`src/rtl/gpr_dbg_pkg.sv`:
```
// Shared types and constants for the GPR debug access controller:
// FSM state encoding, GPR file geometry and RISC-V ABI register indices.
package gpr_dbg_pkg;

  localparam int GPR_ADDR_W = 5;
  localparam int NUM_GPR    = 32;

  typedef enum logic [2:0] {
    ST_IDLE   = 3'd0,
    ST_HALT   = 3'd1,
    ST_ACCESS = 3'd2,
    ST_RESP   = 3'd3,
    ST_RESUME = 3'd4
  } gpr_dbg_state_t;

  // ABI names for the integer register file
  localparam logic [GPR_ADDR_W-1:0] ZERO = 5'd0;
  localparam logic [GPR_ADDR_W-1:0] RA   = 5'd1;
  localparam logic [GPR_ADDR_W-1:0] SP   = 5'd2;
  localparam logic [GPR_ADDR_W-1:0] GP   = 5'd3;
  localparam logic [GPR_ADDR_W-1:0] TP   = 5'd4;
  localparam logic [GPR_ADDR_W-1:0] T0   = 5'd5;
  localparam logic [GPR_ADDR_W-1:0] T1   = 5'd6;
  localparam logic [GPR_ADDR_W-1:0] T2   = 5'd7;
  localparam logic [GPR_ADDR_W-1:0] S0   = 5'd8;
  localparam logic [GPR_ADDR_W-1:0] S1   = 5'd9;
  localparam logic [GPR_ADDR_W-1:0] A0   = 5'd10;
  localparam logic [GPR_ADDR_W-1:0] A1   = 5'd11;
  localparam logic [GPR_ADDR_W-1:0] A2   = 5'd12;
  localparam logic [GPR_ADDR_W-1:0] A3   = 5'd13;
  localparam logic [GPR_ADDR_W-1:0] A4   = 5'd14;
  localparam logic [GPR_ADDR_W-1:0] A5   = 5'd15;
  localparam logic [GPR_ADDR_W-1:0] A6   = 5'd16;
  localparam logic [GPR_ADDR_W-1:0] A7   = 5'd17;
  localparam logic [GPR_ADDR_W-1:0] S2   = 5'd18;
  localparam logic [GPR_ADDR_W-1:0] S3   = 5'd19;
  localparam logic [GPR_ADDR_W-1:0] S4   = 5'd20;
  localparam logic [GPR_ADDR_W-1:0] S5   = 5'd21;
  localparam logic [GPR_ADDR_W-1:0] S6   = 5'd22;
  localparam logic [GPR_ADDR_W-1:0] S7   = 5'd23;
  localparam logic [GPR_ADDR_W-1:0] S8   = 5'd24;
  localparam logic [GPR_ADDR_W-1:0] S9   = 5'd25;
  localparam logic [GPR_ADDR_W-1:0] S10  = 5'd26;
  localparam logic [GPR_ADDR_W-1:0] S11  = 5'd27;
  localparam logic [GPR_ADDR_W-1:0] T3   = 5'd28;
  localparam logic [GPR_ADDR_W-1:0] T4   = 5'd29;
  localparam logic [GPR_ADDR_W-1:0] T5   = 5'd30;
  localparam logic [GPR_ADDR_W-1:0] T6   = 5'd31;

endpackage

```
`src/rtl/gpr_dbg_halt_timer.sv`:
```
// Halt-wait timer: counts cycles while enabled, saturates (never wraps),
// and flags expiry on the HALT_TIMEOUT-th enabled cycle so the controller
// spends exactly HALT_TIMEOUT cycles waiting before giving up.
module gpr_dbg_halt_timer #(
  parameter int HALT_TIMEOUT = 255
) (
  input  logic clk,
  input  logic rst_n,
  input  logic clear,
  input  logic enable,
  output logic expired
);

  localparam int TW = $clog2(HALT_TIMEOUT + 1);
  localparam logic [TW-1:0] CNT_MAX  = TW'(HALT_TIMEOUT);
  localparam logic [TW-1:0] CNT_LAST = TW'(HALT_TIMEOUT - 1);

  logic [TW-1:0] count_q;

  // Saturating cycle counter, cleared whenever the controller is not waiting
  always_ff @(posedge clk or negedge rst_n) begin
    if (!rst_n) begin
      count_q <= '0;
    end else if (clear) begin
      count_q <= '0;
    end else if (enable && (count_q != CNT_MAX)) begin
      count_q <= count_q + 1'b1;
    end
  end

  // Expiry seen during the last permitted waiting cycle
  always_comb begin
    expired = enable && (count_q >= CNT_LAST);
  end

endmodule

```
`src/rtl/gpr_debug_ctrl.sv`:
```
// Debug-port sequencer for the 32-entry RV64 GPR file: halt core, do one
// read or write through the regfile debug port, respond, resume core.
// Optional halt timeout path enabled by defining GPR_DEBUG_TIMEOUT_EN.
//
// Handshake rule (both req and rsp channels): a transfer happens on a rising
// edge where valid && ready are both 1; valid, once raised, is held with its
// payload stable until that edge.
module gpr_debug_ctrl
  import gpr_dbg_pkg::*;
#(
  parameter int ARCH_WIDTH   = 64,
  parameter int HALT_TIMEOUT = 255
) (
  input  logic                  clk,
  input  logic                  rst_n,
  input  logic                  dbg_req_valid,
  output logic                  dbg_req_ready,
  input  logic                  dbg_req_write,
  input  logic [GPR_ADDR_W-1:0] dbg_req_addr,
  input  logic [ARCH_WIDTH-1:0] dbg_req_wdata,
  output logic                  dbg_rsp_valid,
  input  logic                  dbg_rsp_ready,
  output logic [ARCH_WIDTH-1:0] dbg_rsp_rdata,
  output logic                  dbg_rsp_err,
  output logic                  core_halt_req,
  input  logic                  core_halted,
  output logic [GPR_ADDR_W-1:0] rf_dbg_raddr,
  input  logic [ARCH_WIDTH-1:0] rf_dbg_rdata,
  output logic                  rf_dbg_we,
  output logic [GPR_ADDR_W-1:0] rf_dbg_waddr,
  output logic [ARCH_WIDTH-1:0] rf_dbg_wdata,
  output logic                  busy
);

  if (HALT_TIMEOUT < 1) begin : g_bad_timeout
    $error("HALT_TIMEOUT must be at least 1");
  end

  gpr_dbg_state_t state_q, state_d;

  logic                  wr_q;
  logic [GPR_ADDR_W-1:0] addr_q;
  logic [ARCH_WIDTH-1:0] wdata_q;
  logic [ARCH_WIDTH-1:0] rdata_q;
  logic                  err_q;
  logic                  timer_expired;
  logic                  req_fire;

  assign req_fire = dbg_req_valid && (state_q == ST_IDLE);

`ifdef GPR_DEBUG_TIMEOUT_EN
  logic timeout_hit;
  assign timeout_hit = (state_q == ST_HALT) && !core_halted && timer_expired;

  gpr_dbg_halt_timer #(
    .HALT_TIMEOUT (HALT_TIMEOUT)
  ) u_halt_timer (
    .clk     (clk),
    .rst_n   (rst_n),
    .clear   (state_q != ST_HALT),
    .enable  (state_q == ST_HALT),
    .expired (timer_expired)
  );

  // Error flag: cleared on accept, set when the halt wait gives up
  always_ff @(posedge clk or negedge rst_n) begin
    if (!rst_n) begin
      err_q <= 1'b0;
    end else if (req_fire) begin
      err_q <= 1'b0;
    end else if (timeout_hit) begin
      err_q <= 1'b1;
    end
  end
`else
  assign timer_expired = 1'b0;
  assign err_q         = 1'b0;
`endif

  // State register
  always_ff @(posedge clk or negedge rst_n) begin
    if (!rst_n) begin
      state_q <= ST_IDLE;
    end else begin
      state_q <= state_d;
    end
  end

  // Request capture and read-data latch; rdata cleared on accept so writes
  // and errors answer with zero
  always_ff @(posedge clk or negedge rst_n) begin
    if (!rst_n) begin
      wr_q    <= 1'b0;
      addr_q  <= '0;
      wdata_q <= '0;
      rdata_q <= '0;
    end else if (req_fire) begin
      wr_q    <= dbg_req_write;
      addr_q  <= dbg_req_addr;
      wdata_q <= dbg_req_wdata;
      rdata_q <= '0;
    end else if ((state_q == ST_ACCESS) && !wr_q) begin
      rdata_q <= rf_dbg_rdata;
    end
  end

  // Next-state logic; core_halted is only looked at in HALT and RESUME
  always_comb begin
    state_d = state_q;
    case (state_q)
      ST_IDLE:   if (dbg_req_valid) state_d = ST_HALT;
      ST_HALT: begin
        if (core_halted)        state_d = ST_ACCESS;
        else if (timer_expired) state_d = ST_RESP;
      end
      ST_ACCESS: state_d = ST_RESP;
      ST_RESP:   if (dbg_rsp_ready) state_d = err_q ? ST_IDLE : ST_RESUME;
      ST_RESUME: if (!core_halted)  state_d = ST_IDLE;
      default:   state_d = ST_IDLE;
    endcase
  end

  // Outputs decoded from registered state so reset clears them at once
  always_comb begin
    dbg_req_ready = (state_q == ST_IDLE);
    busy          = (state_q != ST_IDLE);
    dbg_rsp_valid = (state_q == ST_RESP);
    core_halt_req = (state_q == ST_HALT) || (state_q == ST_ACCESS) ||
                    ((state_q == ST_RESP) && !err_q);
    rf_dbg_we     = (state_q == ST_ACCESS) && wr_q && (addr_q != ZERO);
    dbg_rsp_rdata = rdata_q;
    dbg_rsp_err   = err_q;
    rf_dbg_raddr  = addr_q;
    rf_dbg_waddr  = addr_q;
    rf_dbg_wdata  = wdata_q;
  end

  // The core must stay stopped for the whole access cycle
  a_halted_in_access: assert property (
    @(posedge clk) disable iff (!rst_n) (state_q == ST_ACCESS) |-> core_halted
  );

endmodule

```
`config.mk`:
```
export PLATFORM = sky130hd
export DESIGN_NAME = gpr_debug_ctrl
export DESIGN_NICKNAME = d
export VERILOG_FILES = /design/src/rtl/gpr_dbg_pkg.sv /design/src/rtl/gpr_dbg_halt_timer.sv /design/src/rtl/gpr_debug_ctrl.sv
export SDC_FILE = /design/constraint.sdc
export NUM_CORES = 1
export LEC_CHECK = 0
export BUFFER_PORTS_ARGS = -buffer_cell sky130_fd_sc_hd__buf_4
export CELL_PAD_IN_SITES_DETAIL_PLACEMENT = 1
export CELL_PAD_IN_SITES_GLOBAL_PLACEMENT = 1
export CORE_MARGIN = 5
export CORE_UTILIZATION = 36
export CTS_CLUSTER_DIAMETER = 200
export DETAILED_ROUTE_END_ITERATION = 10
export PLACE_DENSITY = 0.81
export SETUP_SLACK_MARGIN = 0.5
export SLEW_MARGIN = 20
export SYNTH_ARGS = -nofsm -noshare
export SYNTH_HDL_FRONTEND = slang
export SYNTH_SLANG_ARGS = --single-unit
```
`constraint.sdc`:
```
create_clock -name clk -period 2.5 [get_ports clk]
set_clock_uncertainty 0.2 [all_clocks]
set_input_delay 0.25 -clock clk [delete_from_list [all_inputs] [get_ports clk]]
set_output_delay 0.25 -clock clk [all_outputs]
set_load 0.005 [all_outputs]
```
## Word-level counts from Yosys, hierarchy flattened

Cells that the tools add are included.
W data, S select, Z words.

- Register bits after elaboration: 137
- Input port bits: 139
- Output and inout bits: 144
- Word-level logic and storage cells: 32

- Equality and inequality tests: 8
- Mux-type cells: 7
- Reductions and logical operators: 12

Operators by type and width:

| operator | count |
|---|---|
| $mux W64 | 2 |
| $pmux W3 S5 | 1 |
| $mux W3 | 4 |
| $eq A3 B2 Y1 const B | 2 |
| $ne A2 B2 Y1 const B | 3 |
| $reduce_bool A5 Y1 | 1 |
| $logic_and A1 B1 Y1 | 4 |
| $reduce_and A4 Y1 | 1 |
| $eq A3 B1 Y1 const B | 1 |
| $eq A3 B3 Y1 const B | 1 |
| $logic_not A3 Y1 | 1 |
| $reduce_bool A3 Y1 | 1 |
| $logic_or A1 B1 Y1 | 2 |
| $ne A2 B1 Y1 const B | 1 |
| $reduce_bool A2 Y1 | 1 |
| $logic_not A1 Y1 | 1 |

## Longest topological paths before layout

Gate-level depths: netlist (run 1).

- Depth after elaboration: 4
- Mapped depth: 7
- Depth with buffers taken out: 3

## Least setup slack after synthesis (run 1)

No wires, ideal clock.

- Path type: register -> register
- From: register state_q[0]
- To: register addr_q[0] (netlist: rf_dbg_raddr[0])
- Setup time: 0.125 ns
- Arrival time: 1.566 ns
- Data required time: 2.175 ns
- Slack: 0.609 ns
- Stages on the path, launching flop included: 6
- Buffers on the path: 3
- Clock period less this slack: 1.891 ns
- Cells stage by stage: dfrtp_1 > buf_2 > or4b_1 > buf_4 > buf_6 > mux2_4

- Word-level cells in the longest chain between the ends: 2

RTL lines:

| item | RTL line | source |
|---|---|---|
| start: declaration | gpr_debug_ctrl.sv:39 | `gpr_dbg_state_t state_q, state_d;` |
| start signal: assignment | gpr_debug_ctrl.sv:85 | `state_q <= state_d;` |
| $logic_not A3 Y1 | gpr_debug_ctrl.sv:49 | `assign req_fire = dbg_req_valid && (state_q == ST_IDLE);` |
| $logic_and A1 B1 Y1 | gpr_debug_ctrl.sv:49 |  |
| end signal: assignment | gpr_debug_ctrl.sv:99 | `addr_q <= dbg_req_addr;` |
| end: declaration | gpr_debug_ctrl.sv:42 | `logic [GPR_ADDR_W-1:0] addr_q;` |

No other way between the ends.
A chain may end at the register's enable or synchronous reset.

## Worst setup path after layout (run 1)

- From: register addr_q[4] (netlist: rf_dbg_raddr[4])
- To: output port rf_dbg_we

- Word-level cells in the longest chain between the ends: 2

RTL lines:

| item | RTL line | source |
|---|---|---|
| $reduce_bool A5 Y1 | gpr_debug_ctrl.sv:130 | `rf_dbg_we = (state_q == ST_ACCESS) && wr_q && (addr_q != ZERO);` |
| $logic_and A1 B1 Y1 | gpr_debug_ctrl.sv:130 |  |
| end: declaration | gpr_debug_ctrl.sv:29 | `output logic rf_dbg_we,` |

No other way between the ends.

==> run_results.csv, run 1 <==
group,metric,value,unit
critical_path,cp_cell_sequence,"or4_4 -> nor2_2 -> nor4b_1 -> buf_4",
floorplanning,die_area,19290,sq um
global_routing,antenna_found_initial,3,
sta,fmax,0.4697,GHz
synthesis,async_flop_share,100.0,%
critical_path,reg2reg_slack,0.39,ns
finish,syn2layout_area_growth,82.14,%
job,maxCapViolCount,0,
place,place_area,8239,sq um
finish,final_cell_area,10900,sq um
power,power.leakage,5.686,nW
finish,fill_cells,1610,
sta,tns,0,ns
floorplanning,start_util,36.33,%
critical_path,ff2ff_path_depth,5,
sta,slew_headroom,61.02,%
critical_path,required,2.05,ns
sta,tightest_slew,0.5847,ns
power,pwr-share-seq,30.9,%
detailed_routing,firstDrtPassIters,4,
synthesis,yosysTopAreaCell,"dfrtp_1",
synthesis,yosysMostFrequentCell,"dfrtp_1",
min_path,hold_depth,3,
cts,tritoncts,"yes",
cts,htree_levels,4,
cts,clockBufferDepth,2,
global_routing,grt_util_all_layers,26.69,%
detailed_routing,wl_per_cell,24.76,um
power,clockPowerShare,19.6,%
critical_path,critPathMaxFanout,2,
min_path,min_from,"dbg_rsp_ready",
synthesis,synth_top_area_share,57.31,%
critical_path,max_stage_delay,0.54,ns
sta,timing_hold_violations_final,0,
synthesis,synth_nets,591,
critical_path,crit_path_start_kind,"flop",
min_path,hp-class,"input pin to flop",
cts,clkSlewWorstSetupHoldPaths,0.07,ns
critical_path,r2r_end,"rf_dbg_wdata[35]",
power,total_power,13.74,mW
outcome,outcome,"finished clean",
power,p_switching,4.739,mW
min_path,min_to,"state_q[2]",
floorplanning,num_rows,47,
global_routing,overflow,0,
detailed_routing,via_per_inst,4.753,
detailed_routing,route.detailed.drc,0,
cts,clock-sinks,137,
detailed_routing,wl,28180,um
detailed_routing,drtIter0Drc,151,
critical_path,crit_arrival,1.68,ns
synthesis,synthTopCellsByCount,"dfrtp_1 (137), mux2_4 (70), inv_1 (66), nand2_1 (66), mux2i_1 (64)",
synthesis,synthTopCellsByArea,"dfrtp_1 (57%), mux2_4 (18%), mux2i_1 (11%), inv_1 (4.1%), nand2_1 (4.1%)",
place,port_buffers,281,
sta,drv_slew,0,
sta,rsz0062_at_grt,"true",
synthesis,yosysWarningCount,0,
power,ir_drop,0.5510,mV
floorplanning,coreArea,16470,sq um
critical_path,slowest_stage,"or4_4",
sta,period_minus_slack,2.129,ns
synthesis,synth_cell_types,22,
finish,layout-drive-gt1-share,47.76,%
place,routabilityCongestion,0.7652,
synthesis,synth_area_per_cell,13.23,sq um
power,p_int,9.000,mW
global_routing,grt_pass1_wl,39410,um
synthesis,ys_ff_latch,137,
floorplanning,die_h,138.9,um
sta,setup_violations,0,
critical_path,path_class,"flop to primary output",
cts,numCtsBuffers,17,
synthesis,syn-instance-count,452,
global_routing,grt_pass1_vias,6415,
synthesis,ys_seq_area_share,57.31,%
finish,layout.nets,1041,
synthesis,synth_edf_count,0,
place,dp_hpwl,13390,um
power,comb_power_share,49.5,%
sta,fin_crit_sh,85.16,%
cts,clock-root-buffer,"clkbuf_16",
global_routing,grt_max_degree,62,
critical_path,critPathCaptureType,"primary output",
critical_path,r2r-start,"state_q[1]",
floorplanning,io_pins,283,
power,switching_share,34.49,%
power,power_density,1261,nW/um^2
synthesis,synth_area,5982,sq um
synthesis,synthFlopType,"dfrtp_1",
detailed_routing,vias,5409,
cts,insertion_delay,0.43,ns
floorplanning,die_w,138.9,um
detailed_routing,antenna_left,0,
## worst max path at each step
stage / startpoint / to / slack, ns
after global routing: rf_dbg_raddr[4] / rf_dbg_we / 0.32
after global placement: state_q[2] / rf_dbg_wdata[55] / 0.35
after CTS: rf_dbg_raddr[4] / rf_dbg_we / 0.39
final: rf_dbg_raddr[4] / rf_dbg_we / 0.37
after detailed placement: state_q[2] / rf_dbg_wdata[51] / 0.29
after floorplan: state_q[0] / rf_dbg_raddr[0] / 0.61
## what timing repair did
item | 4_1_cts | 5_1_grt
endpoints found under the hold margin | 194 | 0
hold buffers | 136 | 0
buffers inserted | 19 | 0
resized for setup | 12 | 23
pin swaps | 4 | 2
gates cloned | 6 | 11
endpoints found under the setup margin | 114 | 116
## power by group through the flow
stage | combinational [mW] | clock (mW) | sequential (mW)
2_1_floorplan | 2.68 | 0 | 4.07
3_3_place_gp | 5.00 | 0 | 4.09
3_5_place_dp | 5.27 | 0 | 4.16
4_1_cts | 6.07 | 2.62 | 4.10
5_1_grt | 7.14 | 2.81 | 4.36
6_report | 6.80 | 2.69 | 4.25
## layout by cell type, fill, tap and decap left out, types with 2 or more instances in the layout
cell type        n
mux2i_1         61
clkbuf_16       25
clkinvlp_4       2
nor2_1           4
diode_2          3
dfrtp_1        133
mux2i_4          2
mux2_4          70
buf_16           8
nand2_1         66
buf_12           6
clkbuf_8         2
nand2b_1         2
buf_4          293
clkinv_4         3
inv_1           66
clkbuf_1         2
buf_6            7
a21oi_1          2
dfrtp_2          4
bufinv_16        3
clkinv_2         3
dlygate4sd3_1  136
## kinds of logic after synthesis
family          count (synthesis)  share of synthesized area (%)
other cells                     1                        0.06269
buf+inv                        95                          8.324
mux                           134                          28.28
compound gates                  5                         0.5229
flops                         137                          57.31
simple gates                   80                          5.501
## area by class of cell
cell class	instances	area (sq um)	share of cell area, %
Inverter	66	247.7	2.274
Antenna cell	3	7.507	0.06890
Clock buffer	21	460.4	4.226
Multi-Input combinational cell	221	2130	19.55
Timing Repair Buffer	459	4195	38.50
Tap cell	220	275.3	2.526
Sequential cell	137	3433	31.51
Clock inverter	11	146.4	1.344
## worst max-delay path, delay by kind of cell, from the launching register on
kind / cells / cell delay [ns]
buffers and inverters: 1 / 0.15
DFF: 1 / 0.39
and+or+nand+nor: 3 / 0.73
## per-stage QoR
step	hold slack, ns	cells	utilization (%)	worst slack [ns]
after floorplan	-0.2456	452	-	0.6090
after global placement	0.05038	931	50.04	0.3512
after detailed placement	0.06815	931	50.04	0.2935
after CTS	0.004496	1124	64.10	0.3940
after global routing	0.1207	1138	66.17	0.3189
final	0.1180	1138	66.17	0.3710
## sequential cells by signal, indices dropped and copies added, names as in the netlist
signal	cells
wr_q	1
state_q	3
dbg_rsp_rdata	64
rf_dbg_raddr	5
rf_dbg_wdata	64
## layer usage
layer / part of all wire (%) / routed length, um / up-vias / GRT usage [%]
li1: - / - / 2350 / -
met1: 35 / 9849 / 2753 / 27.32
met2: 55 / 15610 / 236 / 51.39
met3: 5.0 / 1422 / 70 / 6.069
met4: 4.6 / 1303 / 0 / 11.74
met5: 0 / 0 / - / 0
Power figures use the tool's default switching activity.
==> run 2: changes to the inputs <==
--- a/config.mk
+++ b/config.mk
@@ -12,6 +12,7 @@
 export CORE_UTILIZATION = 36
 export CTS_CLUSTER_DIAMETER = 200
 export DETAILED_ROUTE_END_ITERATION = 10
+export MAX_ROUTING_LAYER = met4
 export PLACE_DENSITY = 0.81
 export SETUP_SLACK_MARGIN = 0.5
 export SLEW_MARGIN = 20
==> constraint.sdc (replaced) <==
create_clock -name clk -period 2.15 [get_ports clk]
set_clock_uncertainty 0.2 [all_clocks]
set_input_delay 0.215 -clock clk [delete_from_list [all_inputs] [get_ports clk]]
set_output_delay 0.215 -clock clk [all_outputs]
set_load 0.005 [all_outputs]
==> run 2 against run 1 <==
  * Sequential power grew 19%
  * Worst setup slack worse by 0.45 ns
  * Via count up 10%
  * Hold slack worse by 0.062 ns
  * First-iteration DRC count rose by 83%
  * Largest cell class unchanged
  * The run now ends with negative setup slack left
  * Critical path type is now flop to flop
  * Critical path depth up 5
  * Critical endpoint is now dbg_rsp_rdata[32]
  * Register-to-register slack worse by 0.47 ns
  * Largest power group unchanged
  * Combinational power is 50% higher
==> run_results.csv, run 2 (synthesized netlist as in run 1, its figures left out) <==
group,metric,value,unit
cts,clock-root-buffer,"clkbuf_16",
finish,syn2layout_area_growth,100.4,%
critical_path,cp_common_cell,"buf_12",
min_path,hp-class,"input pin to flop",
sta,setup_ws,-0.08061,ns
sta,fin_crit_sh,103.7,%
global_routing,grt_pass1_wl,44510,um
cts,htree_levels,4,
detailed_routing,route.detailed.drc,0,
critical_path,crit_arrival,2.34,ns
place,port_buffers,281,
critical_path,critPathMaxFanout,8,
floorplanning,die_area,19290,sq um
global_routing,overflow,0,
critical_path,required,2.26,ns
power,total_power,18.41,mW
detailed_routing,wl,33620,um
place,place_area,8267,sq um
sta,timing_hold_violations_final,0,
critical_path,critPathCaptureType,"flop",
cts,numCtsBuffers,17,
sta,drv_slew,0,
critical_path,crit_path_start_kind,"flop",
global_routing,grt_pass1_vias,6934,
cts,clockBufferDepth,2,
sta,rsz0062_at_grt,"true",
place,dp_hpwl,13400,um
sta,period_minus_slack,2.231,ns
detailed_routing,vias,5959,
floorplanning,io_pins,283,
detailed_routing,antenna_left,0,
critical_path,cp_cell_sequence,"buf_6 -> buf_6 -> nand2b_4 -> a211oi_4 -> buf_12 -> buf_12 -> buf_12 -> buf_16 -> mux2i_1",
detailed_routing,wl_per_cell,28.61,um
outcome,outcome,"finished, violations left",
global_routing,grt_max_degree,60,
global_routing,antenna_found_initial,3,
detailed_routing,drtIter0Drc,276,
detailed_routing,firstDrtPassIters,4,
global_routing,grt_util_all_layers,31.80,%
cts,clock-sinks,137,
floorplanning,start_util,36.33,%
sta,slew_headroom,60.95,%
floorplanning,num_rows,47,
finish,final_cell_mix,"buf_4 (297), dlygate4sd3_1 (137), dfrtp_1 (136)",
job,maxCapViolCount,0,
floorplanning,coreArea,16470,sq um
outcome,violations,"negative setup slack",
sta,tightest_slew,0.5857,ns
finish,utilization,72.80,%
finish,final_common_cell,"buf_4",
floorplanning,die_w,138.9,um
place,routabilityCongestion,0.8091,
sta,fmax,0.4483,GHz
power,power_density,1536,nW/um^2
critical_path,slowest_stage,"dfrtp_2",
sta,whs,0.05597,ns
floorplanning,die_h,138.9,um
cts,tritoncts,"yes",
power,ir_drop,0.7494,mV
finish,layout.nets,1079,
critical_path,max_stage_delay,0.41,ns
power,power.leakage,6.106,nW
cts,insertion_delay,0.42,ns
detailed_routing,via_per_inst,5.071,
finish,layout-drive-gt1-share,55.46,%
cts,clkSlewWorstSetupHoldPaths,0.07,ns
finish,final_cell_area,11990,sq um
critical_path,path_class,"flop to flop",
sta,setup_violations,2,
place,dp_slack,0.1328,ns
run 2: cell count changes in the layout (fill, tap and decap cells not counted), sizes merged:
| cell | change |
|---|---|
| or4b | -1 |
| clkinv | -2 |
| bufbuf | +1 |
| inv | +1 |
| clkbuf | -3 |
| bufinv | -1 |
| buf | +41 |
| dlygate4sd3 | +1 |
run 2: power breakdown:
group / total, mW / switching [mW] / internal (mW) / leakage [nW]
registers: 5.07 / 1.15 / 3.92 / 1.64
logic: 10.2 / 4.17 / 6.05 / 4.18
clock network: 3.12 / 1.28 / 1.84 / 0.289
run 2: worst max-delay path, delay by kind of cell, from the launching register on:
| family | cells | cell delay, ns |
|---|---|---|
| and+or+nand+nor | 1 | 0.15 |
| AOI/OAI and AO/OA | 1 | 0.28 |
| muxes | 1 | 0.29 |
| DFF | 1 | 0.41 |
| buffers and inverters | 6 | 0.76 |
run 2: final timing paths:
check                                  from  slack (ns)  depth (start not counted)                 to
max                              state_q[1]       -0.08                          9  dbg_rsp_rdata[32]
min reg2reg                rf_dbg_wdata[17]        0.32                          1   rf_dbg_wdata[17]
max in group asynchronous             rst_n        0.82                          3         state_q[1]
min in group asynchronous             rst_n        0.21                          2   dbg_rsp_rdata[1]
min                           dbg_req_valid        0.06                          4         state_q[0]
max reg2reg                      state_q[1]       -0.08                          9  dbg_rsp_rdata[32]
run 2: repair_timing:
action | 4_1_cts | 5_1_grt
setup endpoints to repair | 139 | 139
pin swaps | 33 | 7
endpoints found under the hold margin | 193 | 0
hold buffers | 137 | 0
gates cloned | 24 | 4
buffers inserted | 34 | 9
resized for setup | 97 | 57
run 2: final cells by class:
class,count,area [sq um]
fill,1526,4479
tap,220,275.3
antenna,3,7.507
sequential,137,3430
inverter,66,247.7
timing repair buffer,498,4937
clock buffer,22,484.2
multi-input combinational,220,2490
clock inverter,9,115.1
run 2: per-layer routing:
metal / wire (um) / share of wire [%] / vias up / global-route usage [%]
li1: - / - / 2438 / -
met1: 11520 / 34 / 3060 / 32.06
met2: 18540 / 55 / 357 / 58.40
met3: 1946 / 5.8 / 104 / 7.414
met4: 1610 / 4.8 / 0 / 14.06
met5: 0 / 0 / - / -
run 2: per-stage QoR:
step / TNS, ns / std cells
final: -0.08333 / 1175
after global routing: -0.3083 / 1175
after CTS: 0 / 1159
after detailed placement: 0 / 933
after global placement: 0 / 933
after floorplan: 0 / 452
==> run 3: changes to the inputs <==
--- a/config.mk
+++ b/config.mk
@@ -6,14 +6,15 @@
 export NUM_CORES = 1
 export LEC_CHECK = 0
 export BUFFER_PORTS_ARGS = -buffer_cell sky130_fd_sc_hd__buf_4
+export CAP_MARGIN = 10
 export CELL_PAD_IN_SITES_DETAIL_PLACEMENT = 1
 export CELL_PAD_IN_SITES_GLOBAL_PLACEMENT = 1
 export CORE_MARGIN = 5
-export CORE_UTILIZATION = 36
+export CORE_UTILIZATION = 32
 export CTS_CLUSTER_DIAMETER = 200
 export DETAILED_ROUTE_END_ITERATION = 10
 export MAX_ROUTING_LAYER = met4
-export PLACE_DENSITY = 0.81
+export PLACE_DENSITY = 0.76
 export SETUP_SLACK_MARGIN = 0.5
 export SLEW_MARGIN = 20
 export SYNTH_ARGS = -nofsm -noshare
==> constraint.sdc (replaced) <==
create_clock -name clk -period 2 [get_ports clk]
set_clock_uncertainty 0.2 [all_clocks]
set_input_delay 0.2 -clock clk [delete_from_list [all_inputs] [get_ports clk]]
set_output_delay 0.2 -clock clk [all_outputs]
set_load 0.005 [all_outputs]
==> run 3 against run 2 <==
  * The run still ends with negative setup slack left
  * Critical path depth did not move
  * Register-to-register slack barely moved
  * Combinational power rose by 4%
  * Global-route usage fell by 7.2 points
  * Power rose by 4.0%
  * Critical endpoint is now dbg_rsp_rdata[18]
==> run_results.csv, run 3 (synthesized netlist as in run 1, its figures left out) <==
group,metric,value,unit
outcome,outcome,"finished, violations left",
outcome,violations,"negative setup slack",
critical_path,path_class,"flop to flop",
floorplanning,num_rows,50,
global_routing,grt_pass1_wl,39110,um
floorplanning,start_util,32.20,%
sta,fin_crit_sh,104.8,%
job,maxCapViolCount,0,
sta,timing_hold_violations_final,0,
cts,htree_levels,4,
critical_path,reg2reg_slack,-0.1,ns
detailed_routing,wl_met2,15450,um
place,routabilityCongestion,0.7740,
global_routing,overflow,0,
cts,clockBufferDepth,2,
detailed_routing,wl_per_cell,23.31,um
detailed_routing,via_per_inst,4.659,
critical_path,crit_path_start_kind,"flop",
detailed_routing,wl_met3,1451,um
sta,fmax,0.4772,GHz
sta,period_minus_slack,2.096,ns
global_routing,grt_util_all_layers,24.59,%
cts,insertion_delay,0.43,ns
min_path,hp-class,"input pin to asynchronous set/reset pin",
power,ir_drop,0.7806,mV
power,pwr-share-seq,27.7,%
critical_path,critPathMaxFanout,7,
sta,setup_ws,-0.09555,ns
floorplanning,coreArea,18580,sq um
power,power.leakage,6.154,nW
finish,layout.nets,1078,
power,power_density,1579,nW/um^2
cts,clock-root-buffer,"clkbuf_16",
floorplanning,io_pins,283,
critical_path,r2r_end,"dbg_rsp_rdata[18]",
cts,clock-sinks,137,
detailed_routing,wl,27640,um
critical_path,critPathCaptureType,"flop",
global_routing,antenna_found_initial,0,
finish,final_common_cell,"buf_4",
critical_path,required,2.13,ns
floorplanning,die_area,21530,sq um
power,p_int,12.64,mW
critical_path,crit_start,"state_q[1]",
sta,setup_violations,103,
sta,rsz0062_at_grt,"true",
power,clockPowerShare,16.8,%
place,port_buffers,281,
detailed_routing,route.detailed.drc,0,
global_routing,grt_max_degree,44,
floorplanning,die_w,146.7,um
critical_path,r2r-start,"state_q[1]",
critical_path,ff2ff_path_depth,9,
detailed_routing,firstDrtPassIters,4,
cts,clkSlewWorstSetupHoldPaths,0.07,ns
place,dp_hpwl,13140,um
power,p_switching,6.505,mW
detailed_routing,drtIter0Drc,144,
finish,syn2layout_area_growth,102.7,%
cts,tritoncts,"yes",
finish,layout-drive-gt1-share,55.99,%
global_routing,grt_pass1_vias,6587,
cts,numCtsBuffers,17,
finish,final_cell_mix,"buf_4 (276), dlygate4sd3_1 (138), dfrtp_1 (137)",
critical_path,crit_arrival,2.23,ns
finish,antenna_cells,0,
sta,tns,-4.671,ns
floorplanning,die_h,146.7,um
finish,utilization,65.25,%
power,switching_share,33.98,%
detailed_routing,vias,5526,
detailed_routing,wl_met1,10050,um
detailed_routing,routed.top_layer,"met4",
sta,drv_slew,0,
detailed_routing,antenna_left,0,
power,comb_power_share,55.5,%
==> run 3: changes by cell type in the layout (fill, tap and decap cells not counted), moves of 5 or more <==
cell / previous run / this run
buf_12: 11 / 17
buf_4: 297 / 276
buf_6: 20 / 29
nand2_1: 31 / 24
nand2_4: 20 / 25
==> run 3: worst max-delay path: stages, from the launching register on <==
cell       delay [ns]
dfrtp_1          0.40
buf_6            0.12
buf_8            0.13
nand2b_4         0.14
a211oi_4         0.19
buf_6            0.14
buf_12           0.13
buf_4            0.13
clkbuf_16        0.15
mux2i_1          0.25
==> run 3: worst max-delay path by stage <==
stage	cells after the start	slack (ns)	end
floorplan	5	0.12	rf_dbg_wdata[10]
global placement	3	0.12	rf_dbg_wdata[43]
detailed placement	6	0.08	dbg_rsp_rdata[61]
CTS	4	-0.06	rf_dbg_we
global route	9	-0.17	dbg_rsp_rdata[18]
finish	9	-0.1	dbg_rsp_rdata[18]
==> run 3: what timing repair did <==
| action | CTS | global route |
|---|---|---|
| resized for setup | 80 | 87 |
| cloned | 23 | 6 |
| setup buffers | 21 | 15 |
| pin swaps | 29 | 11 |
| setup endpoints to repair | 139 | 146 |
| endpoints found under the hold margin | 274 | 0 |
| hold buffers | 138 | 0 |
==> run 3: power groups by stage <==
stage | Clock (mW) | Sequential [mW] | Combinational [mW]
floorplan | 0 | 5.09 | 3.37
global placement | 0 | 5.08 | 6.49
detailed placement | 0 | 5.16 | 6.76
CTS | 3.21 | 5.14 | 9.04
global route | 3.40 | 5.44 | 11.2
finish | 3.21 | 5.30 | 10.6
==> run 3: through the flow <==
stage	cells	total power [mW]	setup slack, ns	instance area, sq um	hold WS (ns)
CTS	1165	17.39	-0.06173	11460	0.05796
global placement	951	11.57	0.1191	8352	-0.06929
detailed placement	951	11.92	0.07864	8352	-0.06438
floorplan	452	8.463	0.1249	5996	-0.2956
finish	1186	19.14	-0.09555	12120	0.07025
global route	1186	20.00	-0.1656	12120	0.09552
==> run 3: area by class of cell <==
cell class	count	area [sq um]
flip-flops and latches	137	3428
clock buffers	19	452.9
well taps	234	292.8
repair buffers	497	5086
inverters	66	247.7
fillers	1761	6457
clock inverters	13	133.9
multi-input cells	220	2481
==> run 3: layer usage <==
metal	vias to the layer above	GRT usage, %
li1	2429	-
met1	2814	25.86
met2	233	45.43
met3	50	5.768
met4	0	7.714
met5	-	-
